## src/rtl/uart_tx_sched.sv

```systemverilog
// uart_tx_sched: round-robin arbiter sharing one UART baud generator and Tx serializer among NUM_REQ requesters
module uart_tx_sched #(
    parameter int NUM_REQ    = 4,
    parameter int GAP_CYCLES = 16,
    parameter int TIMEOUT    = 200000
) (
    input  logic                       clk,
    input  logic                       rst,
    input  logic [NUM_REQ-1:0]         req,
    input  logic [8*NUM_REQ-1:0]       req_data,
    input  logic [2*NUM_REQ-1:0]       req_baud,
    output logic [NUM_REQ-1:0]         ack,
    output logic                       tx_start,
    output logic [7:0]                 tx_data,
    output logic [1:0]                 baud_rate,
    input  logic                       tx_done,
    output logic                       busy,
    output logic [$clog2(NUM_REQ)-1:0] grant_id,
    output logic                       timeout_err
);
    localparam int IW = $clog2(NUM_REQ);
    localparam int CW = $clog2((TIMEOUT > GAP_CYCLES ? TIMEOUT : GAP_CYCLES) + 1);
    localparam logic [2:0] IDLE = 3'd0, CFG = 3'd1, START = 3'd2, WAIT = 3'd3, GAP = 3'd4;

    logic [2:0]    state;
    logic [IW-1:0] last, win, cand;
    logic [CW-1:0] cnt;
    logic [1:0]    w_baud;

    always_comb begin
        win  = last;
        cand = '0;
        for (int k = NUM_REQ; k >= 1; k--) begin
            cand = IW'((int'(last) + k) % NUM_REQ);
            win  = req[cand] ? cand : win;
        end
    end

    assign w_baud = req_baud[{win, 1'b0} +: 2];

    always_ff @(posedge clk) begin
        if (rst) begin
            state       <= IDLE;
            ack         <= '0;
            tx_start    <= 1'b0;
            tx_data     <= 8'd0;
            baud_rate   <= 2'd0;
            busy        <= 1'b0;
            grant_id    <= '0;
            timeout_err <= 1'b0;
            last        <= IW'(NUM_REQ - 1);
            cnt         <= '0;
        end else begin
            ack         <= '0;
            tx_start    <= 1'b0;
            timeout_err <= 1'b0;
            case (state)
                IDLE: if (|req) begin
                    ack[win]  <= 1'b1;
                    tx_data   <= req_data[{win, 3'b000} +: 8];
                    grant_id  <= win;
                    last      <= win;
                    busy      <= 1'b1;
                    cnt       <= '0;
                    baud_rate <= w_baud;
                    state     <= (w_baud != baud_rate) ? CFG : START;
                end
                CFG: begin
                    cnt   <= (cnt == CW'(GAP_CYCLES - 1)) ? '0 : cnt + 1'b1;
                    state <= (cnt == CW'(GAP_CYCLES - 1)) ? START : CFG;
                end
                START: begin
                    tx_start <= 1'b1;
                    state    <= WAIT;
                end
                WAIT: if (tx_done && !tx_start) begin
                    cnt   <= '0;
                    state <= GAP;
                end else if (cnt == CW'(TIMEOUT - 1)) begin
                    timeout_err <= 1'b1;
                    cnt         <= '0;
                    state       <= GAP;
                end else begin
                    cnt <= cnt + 1'b1;
                end
                GAP: if (cnt == CW'(GAP_CYCLES - 1)) begin
                    cnt   <= '0;
                    busy  <= 1'b0;
                    state <= IDLE;
                end else begin
                    cnt <= cnt + 1'b1;
                end
                default: state <= IDLE;
            endcase
        end
    end
endmodule
```

## config.mk

```make
export PLATFORM = sky130hd
export DESIGN_NAME = uart_tx_sched
export DESIGN_NICKNAME = d
export VERILOG_FILES = /design/src/rtl/uart_tx_sched.sv
export SDC_FILE = /design/constraint.sdc
export NUM_CORES = 1
export LEC_CHECK = 0
export ABC_AREA = 1
export BUFFER_PORTS_ARGS = -buffer_cell sky130_fd_sc_hd__buf_2
export CORE_MARGIN = 2
export CORE_UTILIZATION = 52
export DETAILED_ROUTE_END_ITERATION = 6
export PLACE_DENSITY = 0.89
export SETUP_SLACK_MARGIN = 0.05
export SLEW_MARGIN = 20
export SYNTH_ARGS = -nofsm -noshare
export SYNTH_HDL_FRONTEND = slang
export SYNTH_SLANG_ARGS = --single-unit
```

## constraint.sdc

```tcl
create_clock -name clk -period 2.75 [get_ports clk]
set_clock_uncertainty 0.15 [all_clocks]
set_input_delay 0.825 -clock clk [delete_from_list [all_inputs] [get_ports clk]]
set_output_delay 0.825 -clock clk [all_outputs]
set_load 0.02 [all_outputs]
```

## Word level (Yosys, flattened, before mapping)

Index checks and enable logic that the tools add are counted.

- Bits in writable memories: 0
- Memory bits (read-only): 0
- Word-level logic and storage cells: 81
- Bits in latches: 0
- Memories kept: 0
- Output and inout port bits: 19
- Input bits: 47
- Register bits: 42

- Bitwise gates (word level): 3
- $add $sub $neg: 5
- Multipliers: 0
- Reduce and logical (&&, ||, !) cells: 14
- $lt $le $gt $ge: 6
- Shift operators: 2
- Div/mod/pow operators: 0
- Multiplexer cells: 31
- Eq/ne operators: 10

Operators by type and width:

| cell | number |
|---|---|
| 18-bit two-way mux | 4 |
| 18-bit case mux with 3 select lines | 1 |
| 32-bit by 6-bit indexed part select with 8-bit output | 1 |
| 18-bit by 1-bit adder with 18-bit output (second input constant) | 1 |
| 18-bit equality test (second input constant) | 1 |
| 18-bit by 4-bit equality test with 1-bit output (second input constant) | 1 |
| 2-bit by 3-bit < comparator with 1-bit output (second input constant) | 5 |
| 3-bit case mux with 5 select lines | 1 |
| 2-bit two-way mux | 6 |
| 3-bit two-way mux | 4 |
| 1-bit two-way mux | 9 |
| 1-bit binary-select mux with 2-bit select | 4 |
| 8-bit by 4-bit indexed part select with 2-bit output | 1 |
| 3-bit by 2-bit equality test with 1-bit output (second input constant) | 2 |
| 3-bit AND reduction | 2 |
| 3-bit OR reduction | 2 |
| 2-bit by 1-bit adder with 2-bit output (second input constant) | 2 |
| 2-bit adder (second input constant) | 2 |
| 2-bit inequality test (second input constant) | 2 |
| 2-bit AND reduction | 2 |
| 4-bit OR reduction | 1 |
| 3-bit by 1-bit equality test with 1-bit output (second input constant) | 1 |
| 3-bit equality test (second input constant) | 1 |
| 3-bit zero test | 1 |
| other kinds (11) | 14 |

## Logic depth before layout (Yosys ltp)

Gate-level depths: netlist of run 1.

- Depth after elaboration: 12
- Depth in mapped cells: 21
- Gate-level depth less buffers: 20

## Least setup slack after synthesis of run 1

Ideal clock, no wire load.

- Kind: input -> register
- Start point: input port req[1]
- End point: register cnt[13]
- Cell stages on the path: 11
- Buffers on the path: 1
- Data arrival time: 2.036 ns
- Setup time: 0.117 ns
- Data required time: 2.483 ns
- Setup slack: 0.447 ns
- Cell sequence: nor4_1 > nor2_1 > nor2_1 > buf_6 > nor2_2 > nand2_1 > nor2_1 > nand2_1 > nor2_1 > o221ai_1 > inv_1

- Longest elaborated chain between the ends: 3

RTL lines:

| element | line | RTL |
|---|---|---|
| start, declared | 9 | `input logic [NUM_REQ-1:0] req,` |
| 4-bit OR reduction | 58 | `IDLE: if (\|req) begin` |
| 2-bit inequality test (no line) | - |  |
| 2-bit AND reduction (no line) | - |  |
| end signal, assigned | 69 | `cnt <= (cnt == CW'(GAP_CYCLES - 1)) ? '0 : cnt + 1'b1;` |
| end signal, assigned | 84 | `cnt <= cnt + 1'b1;` |
| end signal, assigned | 91 | `cnt <= cnt + 1'b1;` |
| end, declared | 27 | `logic [CW-1:0] cnt;` |

No other way between the ends.
A chain may end at the register's enable or synchronous reset.

## Final worst setup path of run 1

- Start point: register last[0]
- End point: register tx_data[6]

- Longest elaborated chain between the ends: 8
- Elaborated cells between the ends (all ways): 17
- Classes of those cells: 4 x add/sub; 1 x shift; 12 x mux

RTL lines:

| element | line | RTL |
|---|---|---|
| start, declared | 26 | `logic [IW-1:0] last, win, cand;` |
| start signal, assigned | 51 | `last <= IW'(NUM_REQ - 1);` |
| start signal, assigned | 62 | `last <= win;` |
| 2-bit by 1-bit adder with 2-bit output | 34 | `cand = IW'((int'(last) + k) % NUM_REQ);` |
| 1-bit binary-select mux with 2-bit select | 35 | `win = req[cand] ? cand : win;` |
| 1-bit two-way mux (implied by the code) | 35 |  |
| 2-bit two-way mux (3 in series) | 35 |  |
| 2-bit two-way mux (*) | 35 |  |
| 32-bit by 6-bit indexed part select with 8-bit output (*) | 60 | `tx_data <= req_data[{win, 3'b000} +: 8];` |
| end signal, assigned | 60 |  |
| end, declared | 14 | `output logic [7:0] tx_data,` |

Every way passes the cells marked *; elsewhere a longest branch is shown, timed or not. The select of a mux whose other input is x is not followed.

==> results.txt, run 1 <==
Top FF cell, synth: dfxtp_1
switch share: 49.39%
Hold/Removal Path Class: flop to flop
vias in the first global route: 2540
Worst EP required: 2.76 ns
DIE AREA: 5180 µm²
P_int: 1.673 mW
1st-iter DRT viols: 151
first-pass GRT wire length: 10470 µm
layout cells sized above 1: 24.13%
Max VDD drop: 0.6667 mV
fin crit share: 90.63%
core area: 4414 µm²
Die X: 71.97 µm
Power Total: 3.305 mW
Gate power share: 59.7%
chip height: 71.97 µm
P&R area growth vs syn: 20.31%
Hold Worst Slack: 0.3354 ns
syn nets: 408
slew margin rel.: 65.91%
fin cells: 483
Max stage delay on crit path: 0.62 ns
initial core utilization: 54.42%
post-route cell area: 2890 µm²
vias: 2617
Yosys cell types: 39
Max H-tree Level: 2
Max clock buf depth: 2
initial antenna violation count: 0
clock latency on the worst-skew pair: 0.30 ns
CP max-delay cell: dfxtp_1
Pre-Repair DR Iteration Count: 5
unrepaired setup endpoints after global routing: no
fin nets: 478
CTS tree: done
FP Rows: 24
Resized cells post-CTS: 0
DP Area: 2784 µm²
Remaining DRCs: 0
Setup TNS: 0 ns
crit-path max FO: 12
placed wire-length estimate: 4592 µm
Yosys top cell area share: 35.00%
CTS buffer count: 5
filler instances: 405
synth warn: 0
Vias/cell: 5.418
final hold viol count: 0
Avg WL per Cell: 12.40 µm
asr flop ratio synth: 0%
clock power share: 14.6%
Avg Inst Size Synth: 6.673 µm²
Clock Tree Root: clkbuf_8
Post-CTS Setup Repair Bufs: 0
largest net degree at the start of global routing: 22
input/output buffers: 65
Synth Cell Area: 2402 µm²
Overflow after GRT: 0
Place WS: 0.04979 ns
Clock transition at path regs: 0.08 ns
Layout Utilization: 65.48%
Max Fclk: 0.4013 GHz
Placed Cells: 475
Leak Pwr: 1.427 nW
crit path DAT: 2.50 ns
Hold Buf Count CTS: 0
number of setup violations in the final report: 0
Final Worst Setup Slack: 0.2578 ns
Critical Path Sink Type: flop
sequential-to-total area share from yosys stat: 35.00%
ANT nets after route: 0
Sink Count: 42
Startpoint Class: flop
ant diodes: 0
Cells after Synth: 360
routability cong.: 0.8298
# IOs: 66
Seq cells post-synth: 42
Total Routing Usage GR: 24.92%
Psw: 1.633 mW
pwr dens: 1144 nW/µm²
outcome: completed
Max-cap violations: 0
number of synthesized flops with an enable pin: 0
sequential power share: 25.8%
worst-path cell chain: inv_6, nand2_2, nand2_1, nand2_1, nand2_1, inv_2, nand3_1, nand2_2, inv_2, nand2_2, inv_2, a221oi_1, a21oi_1
DRT Wirelength: 5988 µm
largest area contributor in the netlist: dfxtp_1
Synth area leaders: dfxtp_1 (35%), nand2_1 (14%), inv_1 (7.3%), a21oi_1 (5.6%), nor2_1 (5.6%)
slew at the pin with the worst max-slew slack: 0.5108 ns
Setup CP Type: flop to flop
Final min period: 2.492 ns
r2r setup slk: 0.26 ns
Slew Viols, Final: 0
-- flip-flops by register name, indices dropped and copies added, names as in the netlist --
signal	cells
last	2
grant_id	2
timeout_err	1
ack	4
tx_data	8
state	3
tx_start	1
busy	1
cnt	18
baud_rate	2
-- power groups by stage --
stage               logic, mW  registers, mW  clock network, mW
floorplan                1.41          0.959                  0
global placement         1.86          0.858                  0
detailed placement       1.94          0.861                  0
CTS                      1.96          0.849              0.484
global route             2.19          0.871              0.513
finish                   1.97          0.852              0.482
-- synth_stat cells (2+ instances only) --
cell	number
nand2_1	92
inv_1	47
dfxtp_1	42
nor2_1	36
a21oi_1	27
nand3_1	22
o21ai_0	13
nand2_2	10
nor3_1	10
a221oi_1	8
inv_2	5
nand3b_1	5
o211ai_1	4
buf_6	3
clkbuf_1	3
nand2_4	3
nor4_1	3
a211oi_1	2
nand4_1	2
nor2_2	2
nor3b_1	2
xor2_1	2
-- path summary, 6_finish.rpt --
check                                start                       end  cells past startpoint
hold reg to reg   grant_id[1]$_SDFFE_PP0P_  grant_id[1]$_SDFFE_PP0P_                      2
setup / recovery      last[0]$_SDFFE_PP1P_   tx_data[6]$_SDFFE_PP0P_                     13
hold / removal    grant_id[1]$_SDFFE_PP0P_  grant_id[1]$_SDFFE_PP0P_                      2
setup reg to reg      last[0]$_SDFFE_PP1P_   tx_data[6]$_SDFFE_PP0P_                     13
-- metal layers --
| layer | wire length (µm) | up-vias | track usage, % |
|---|---|---|---|
| li1 | - | 1322 | - |
| met1 | 2533 | 1214 | 28.96 |
| met2 | 3063 | 71 | 44.96 |
| met3 | 281 | 10 | 5.000 |
| met4 | 110 | 0 | 9.644 |
| met5 | 0 | - | 0 |
-- critical path, delay by kind of cell, from the launching register on --
kind	cells	cell delay, ns
AO/OA/AOI/OAI	2	0.56
buffers and inverters	4	0.38
flip-flops	1	0.62
AND/OR/NAND/NOR	7	0.64
-- cell type report --
type / count / area [µm²] / share of cell area [%]
Clock buffer: 7 / 76.32 / 2.641
Clock inverter: 1 / 30.03 / 1.039
Inverter: 53 / 203.9 / 7.056
Multi-Input combinational cell: 257 / 1304 / 45.11
Sequential cell: 42 / 840.8 / 29.09
Tap cell: 52 / 65.06 / 2.251
Timing Repair Buffer: 71 / 370.4 / 12.81
-- placed cells by master, fill, tap and decap left out, types with 2 or more instances in the layout --
cell type	n
nor3b_1	2
nor2_2	2
nand3_1	22
o21ai_0	13
nand4_1	2
a221oi_1	8
a211oi_1	2
nor3_1	10
a21oi_1	27
xor2_1	2
clkbuf_1	2
inv_2	5
nand2_4	3
clkbuf_8	5
inv_1	47
nand3b_1	5
dfxtp_1	42
buf_4	6
buf_2	65
nor2_1	36
nand2_1	92
o211ai_1	4
nor4_1	3
nand2_2	10
-- logic make-up after synthesis --
logic type / Yosys count / synth area share, %
and+or+nand+nor: 191 / 36.46
AOI/OAI and AO/OA: 62 / 16.20
buffers and inverters: 61 / 10.73
DFF: 42 / 35.00
xor gates and xnor gates: 3 / 1.094
adders and majority gates: 1 / 0.5208
Note: power is estimated with default switching activity, not from simulation.
==> inputs of run 2 (changes only) <==
--- a/config.mk
+++ b/config.mk
@@ -8,9 +8,9 @@
 export ABC_AREA = 1
 export BUFFER_PORTS_ARGS = -buffer_cell sky130_fd_sc_hd__buf_2
 export CORE_MARGIN = 2
-export CORE_UTILIZATION = 52
+export CORE_UTILIZATION = 47
 export DETAILED_ROUTE_END_ITERATION = 6
-export PLACE_DENSITY = 0.89
+export PLACE_DENSITY = 0.86
 export SETUP_SLACK_MARGIN = 0.05
 export SLEW_MARGIN = 20
 export SYNTH_ARGS = -nofsm -noshare
==> constraint.sdc (replaced) <==
create_clock -name clk -period 2.1 [get_ports clk]
set_clock_uncertainty 0.15 [all_clocks]
set_input_delay 0.63 -clock clk [delete_from_list [all_inputs] [get_ports clk]]
set_output_delay 0.63 -clock clk [all_outputs]
set_load 0.02 [all_outputs]
==> results.txt, run 2 (synthesized netlist as in run 1, its figures left out) <==
outcome: finished, violations left
failing checks: negative setup slack
Max H-tree Level: 2 (unchanged)
max FFs per register: 18 (unchanged)
Hold Worst Slack: 0.3216 ns (-0.01379 ns)
vias in the first global route: 2700 (+6.3%)
Register-to-Register Path Depth: 21 (+8)
Die X: 75.50 µm (+4.9%)
clock latency on the worst-skew pair: 0.30 ns (about the same)
ANT nets after route: 0 (unchanged)
initial core utilization: 47.95% (-6.5 points)
pwr dens: 1532 nW/µm² (+34%)
Startpoint Class: flop
top flop regs: cnt x18, tx_data x8, ack x4
r2r setup slk: -0.12 ns (-0.38 ns)
Power Total: 5.605 mW (+70%)
filler instances: 369 (-8.9%)
Slew Viols, Final: 0 (unchanged)
crit path from: last[0]$_SDFFE_PP1P_
WP buf/inv: 3 (-1)
routability cong.: 0.8781 (+5.8%)
number of setup violations in the final report: 4 (+4)
Remaining DRCs: 0 (unchanged)
FP Rows: 26 (+8.3%)
Max-cap violations: 0 (unchanged)
commonest non-fill, non-tap cell in the layout: nand2_1
Placed Cells: 526 (+11%)
Max stage delay on crit path: 0.38 ns (-0.24 ns)
crit path DAT: 2.31 ns (-0.19 ns)
Final min period: 2.219 ns (-0.2727 ns)
Overflow after GRT: 0 (unchanged)
most frequent cells in the layout: nand2_1 (70), buf_2 (63), buf_4 (49)
most used cell, CP: nand2_1
reg2reg start: last[0]$_SDFFE_PP1P_
Clock Tree Root: clkbuf_8
Max clock buf depth: 2 (unchanged)
Critical Path Sink Type: flop
initial antenna violation count: 0 (unchanged)
core area: 5010 µm² (+13%)
Sink Count: 42 (unchanged)
Max Fclk: 0.4506 GHz (+12%)
post-route cell area: 3659 µm² (+27%)
Setup CP Type: flop to flop
Hold/Removal Path Class: flop to flop
WP depth: 21 (+8)
DIE AREA: 5700 µm² (+10%)
end point of the critical path: state[0]$_SDFFE_PP0P_
vias: 3003 (+15%)
unrepaired setup endpoints after global routing: yes
Vias/cell: 5.490 (+1.3%)
largest net degree at the start of global routing: 22 (unchanged)
slew at the pin with the worst max-slew slack: 0.3060 ns (-0.2047 ns)
1st-iter DRT viols: 213 (+41%)
fin nets: 525 (+9.8%)
chip height: 75.50 µm (+4.9%)
input/output buffers: 65 (unchanged)
Total Routing Usage GR: 23.98% (-0.94 points)
P&R area growth vs syn: 52.29%
Worst R2R End: state[0]$_SDFFE_PP0P_
DRT Wirelength: 8172 µm (+36%)
CP max-delay cell: dfxtp_4
slew margin rel.: 79.44% (+14 points)
fin cells: 547 (+13%)
Leak Pwr: 1.752 nW (+23%)
Avg WL per Cell: 14.94 µm (+21%)
Pre-Repair DR Iteration Count: 5 (unchanged)
Top delay family on crit path: simple AND/OR/NAND/NOR gates
CTS buffer count: 5 (unchanged)
worst-path cell chain: buf_12, clkinv_8, nand2_2, nand3_2, nand2_2, inv_2, nand2_4, nand2_4, nand2_4, nand2_8, nand2_1, nand2_1, nand2_1, nand2_1, nand2_1, nand2_1, nand2_1, nand2_1, nand2_1, nand2_1, a21oi_2
Clock transition at path regs: 0.08 ns (about the same)
Max VDD drop: 1.098 mV (+65%)
CTS tree: done
final hold viol count: 0 (unchanged)
ant diodes: 0 (unchanged)
fin crit share: 105.7% (+15 points)
first-pass GRT wire length: 10730 µm (+2.5%)
placed wire-length estimate: 4930 µm (+7.4%)
layout cells sized above 1: 46.12% (+22 points)
Worst EP required: 2.19 ns (-0.57 ns)
Hold Buf Count CTS: 0 (unchanged)
Most flops, register: cnt
Layout Utilization: 73.03% (+7.6 points)
# IOs: 66 (unchanged)
Final Worst Setup Slack: -0.1195 ns (-0.3773 ns)
DP Area: 3114 µm² (+12%)
crit-path max FO: 8 (-4)
## run 2: cell types whose count changed in the layout (fill, tap and decap cells not counted), moves of 8 or more
cell	delta
nor2_1	-8
nand2_1	-22
a221oi_1	-8
buf_4	+43
nand2_2	+15
## run 2: worst min path at each step
stage                             startpoint                  endpoint  slack [ns]  cells past startpoint
floorplan               cnt[16]$_SDFFE_PP0P_      cnt[16]$_SDFFE_PP0P_        0.29                      2
global placement    grant_id[0]$_SDFFE_PP0P_  grant_id[0]$_SDFFE_PP0P_        0.30                      2
detailed placement      cnt[16]$_SDFFE_PP0P_      cnt[16]$_SDFFE_PP0P_        0.31                      2
CTS                 grant_id[0]$_SDFFE_PP0P_  grant_id[0]$_SDFFE_PP0P_        0.32                      2
global route        grant_id[0]$_SDFFE_PP0P_  grant_id[0]$_SDFFE_PP0P_        0.35                      2
finish              grant_id[0]$_SDFFE_PP0P_  grant_id[0]$_SDFFE_PP0P_        0.32                      2
## run 2: metal layers
layer / share of wire [%] / wire (µm) / global-route usage, %
met1: 38 / 3107 / 27.27
met5: 0 / 0 / 0
met2: 52 / 4281 / 44.54
met4: 3.9 / 319 / 8.967
met3: 5.7 / 463 / 4.101
## run 2: final cells by class
type                       instances  area, µm²  area share (%)
clock inverter                     2      10.01          0.2736
timing repair buffer             118      790.8           21.61
multi-input combinational        257       1625           44.43
clock buffer                       5      68.82           1.881
tap                               70      87.58           2.394
sequential                        42      849.6           23.22
inverter                          53      226.5           6.190
## run 2: repair_timing
action,4_1_cts,5_1_grt
buffers inserted,7,6
pin swaps,6,25
endpoints found under the setup margin,29,28
gates cloned,0,1
gates resized for setup,21,72
## run 2: power by group
group          switching [mW]  internal (mW)  total [mW]
Sequential              0.127          0.996        1.12
Clock                   0.278          0.223       0.501
Combinational            2.38           1.60        3.98
## run 2: worst register-to-register path: cells and delay by family, from the launching register on
kind,cells,cell delay (ns)
buffers and inverters,3,0.24
AO/OA/AOI/OAI,1,0.13
AND/OR/NAND/NOR,17,1.27
flip-flops,1,0.38
## run 2: through the flow
| step | setup slack, ns | setup TNS [ns] |
|---|---|---|
| 3_3_place_gp | -0.2406 | -3.569 |
| 2_1_floorplan | 0.03491 | 0 |
| 5_1_grt | -0.2816 | -1.484 |
| 3_5_place_dp | -0.2925 | -4.851 |
| 4_1_cts | 0.02493 | 0 |
| 6_report | -0.1195 | -0.2286 |
==> inputs of run 3 (changes only) <==
==> constraint.sdc (replaced) <==
create_clock -name clk -period 1.9 [get_ports clk]
set_clock_uncertainty 0.15 [all_clocks]
set_input_delay 0.57 -clock clk [delete_from_list [all_inputs] [get_ports clk]]
set_output_delay 0.57 -clock clk [all_outputs]
set_load 0.02 [all_outputs]
==> results.txt, run 3 (synthesized netlist as in run 1, its figures left out) <==
FP Rows: 26 (unchanged)
Max VDD drop: 1.434 mV (+31%)
DRT Wirelength: 11000 µm (+35%)
worst-path cell chain: buf_12, inv_8, nand2_2, nand2_2, nand2_2, nand2_2, nand2_4, nand2_4, nand2_8, nand2_8, buf_6, nor2_1, buf_6, a221oi_2, a21oi_1
Critical Path Sink Type: flop
Final Worst Setup Slack: -0.4754 ns (-0.3560 ns)
unrepaired setup endpoints after global routing: yes
clock latency on the worst-skew pair: 0.32 ns (+0.02 ns)
input/output buffers: 65 (unchanged)
number of setup violations in the final report: 35 (+31)
Max H-tree Level: 2 (unchanged)
Die X: 75.50 µm (unchanged)
clock power share: 8.1% (-0.8 points)
crit path DAT: 2.41 ns (+0.10 ns)
Pre-Repair DR Iteration Count: 5 (unchanged)
Final min period: 2.375 ns (+0.1560 ns)
Hold Buf Count CTS: 0 (unchanged)
Top delay family on crit path: simple AND/OR/NAND/NOR gates
fin crit share: 125.0% (+19 points)
pwr dens: 1839 nW/µm² (+20%)
Vias/cell: 5.886 (+7.2%)
P_int: 3.721 mW (+32%)
failing checks: negative setup slack
Max Fclk: 0.4210 GHz (-6.6%)
Sink Count: 42 (unchanged)
placed wire-length estimate: 5430 µm (+10%)
initial core utilization: 47.95% (unchanged)
CP max-delay cell: dfxtp_4
Max-cap violations: 0 (unchanged)
max FFs per register: 18 (unchanged)
routability cong.: 0.9035 (+2.9%)
1st-iter DRT viols: 422 (+98%)
crit-path max FO: 8 (unchanged)
Avg WL per Cell: 19.30 µm (+29%)
most used cell, CP: nand2_2
final hold viol count: 0 (unchanged)
Hold/Removal Path Class: flop to flop
Max stage delay on crit path: 0.38 ns (about the same)
first-pass GRT wire length: 13660 µm (+27%)
WP buf/inv: 4 (+1)
DIE AREA: 5700 µm² (unchanged)
Total Routing Usage GR: 31.34% (+7.4 points)
top flop regs: cnt x18, tx_data x8, ack x4
vias in the first global route: 3043 (+13%)
sequential power share: 16.6% (-3.4 points)
Psw: 3.791 mW (+36%)
ANT nets after route: 0 (unchanged)
CTS buffer count: 5 (unchanged)
Place WS: -0.5318 ns (-0.2392 ns)
Clock Tree Root: clkbuf_8
Most flops, register: cnt
ant diodes: 0 (unchanged)
Slew Viols, Final: 0 (unchanged)
Setup CP Type: flop to flop
P&R area growth vs syn: 70.05%
core area: 5010 µm² (unchanged)
slew at the pin with the worst max-slew slack: 0.3884 ns (+0.08239 ns)
outcome: finished, violations left
largest net degree at the start of global routing: 22 (unchanged)
Overflow after GRT: 0 (unchanged)
chip height: 75.50 µm (unchanged)
Gate power share: 75.3% (+4.3 points)
Startpoint Class: flop
Power Total: 7.512 mW (+34%)
Leak Pwr: 1.920 nW (+9.6%)
CTS tree: done
slew margin rel.: 73.83% (-5.6 points)
Worst EP required: 1.93 ns (-0.26 ns)
Layout Utilization: 81.54% (+8.5 points)
# IOs: 66 (unchanged)
Clock transition at path regs: 0.10 ns (+0.02 ns)
most frequent cells in the layout: buf_2 (63), nand2_1 (60), buf_4 (60)
initial antenna violation count: 0 (unchanged)
vias: 3355 (+12%)
switch share: 50.46% (+0.76 points)
Remaining DRCs: 0 (unchanged)
layout cells sized above 1: 56.80% (+11 points)
Max clock buf depth: 2 (unchanged)
fin nets: 547 (+4.2%)
commonest non-fill, non-tap cell in the layout: buf_2
run 3: worst paths after layout:
path	from	end	slack, ns	cells past startpoint
worst max-delay path	last[0]$_SDFFE_PP1P_	tx_data[6]$_SDFFE_PP0P_	-0.48	15
worst min register to register	grant_id[1]$_SDFFE_PP0P_	grant_id[1]$_SDFFE_PP0P_	0.36	2
worst max register to register	last[0]$_SDFFE_PP1P_	tx_data[6]$_SDFFE_PP0P_	-0.48	15
worst min-delay path	grant_id[1]$_SDFFE_PP0P_	grant_id[1]$_SDFFE_PP0P_	0.36	2
run 3: per-layer routing:
layer  up-vias  GRT usage (%)  wire [µm]
met4         0          16.18        722
li1       1459              -          -
met5         -              0          0
met1      1561          34.01       3876
met2       249          56.62       5564
met3        86          7.143        837
run 3: final cells by class:
type / count / area [µm²]
inverters: 53 / 241.5
clock buffers: 5 / 68.82
repair buffers: 139 / 997.2
flip-flops and latches: 42 / 854.6
multi-input cells: 257 / 1808
clock inverters: 3 / 21.27
well taps: 70 / 87.58
fillers: 275 / 924.6
repair inverters: 1 / 6.256
run 3: worst register-to-register path: stages (launching register included):
cell and delay, ns:
dfxtp_4 0.38, buf_12 0.14, inv_8 0.08, nand2_2 0.05, nand2_2 0.08, nand2_2 0.08, nand2_2 0.12, nand2_4 0.09
nand2_4 0.09, nand2_8 0.07, nand2_8 0.09, buf_6 0.13, nor2_1 0.06, buf_6 0.16, a221oi_2 0.34, a21oi_1 0.13
run 3: power by group through the flow:
| stage | clock network (mW) | logic [mW] | registers [mW] |
|---|---|---|---|
| 2_1_floorplan | 0 | 2.08 | 1.39 |
| 3_3_place_gp | 0 | 3.42 | 1.20 |
| 3_5_place_dp | 0 | 3.58 | 1.21 |
| 4_1_cts | 0.596 | 4.33 | 1.22 |
| 5_1_grt | 0.640 | 5.97 | 1.26 |
| 6_report | 0.607 | 5.66 | 1.25 |
run 3: metrics by stage:
step	hold WS [ns]	std cells	setup TNS [ns]	area, µm²
global placement	0.3008	541	-7.840	3233
detailed placement	0.3049	541	-9.870	3233
global route	0.3720	570	-11.39	4085
CTS	0.3184	561	-2.795	3701
finish	0.3565	570	-8.653	4085
floorplan	0.2935	360	-1.148	2444
run 3: timing repair:
action	CTS	global route
resized for setup	71	90
cloned	2	1
buffers inserted	10	9
setup endpoints to repair	32	40
pin swaps	28	47
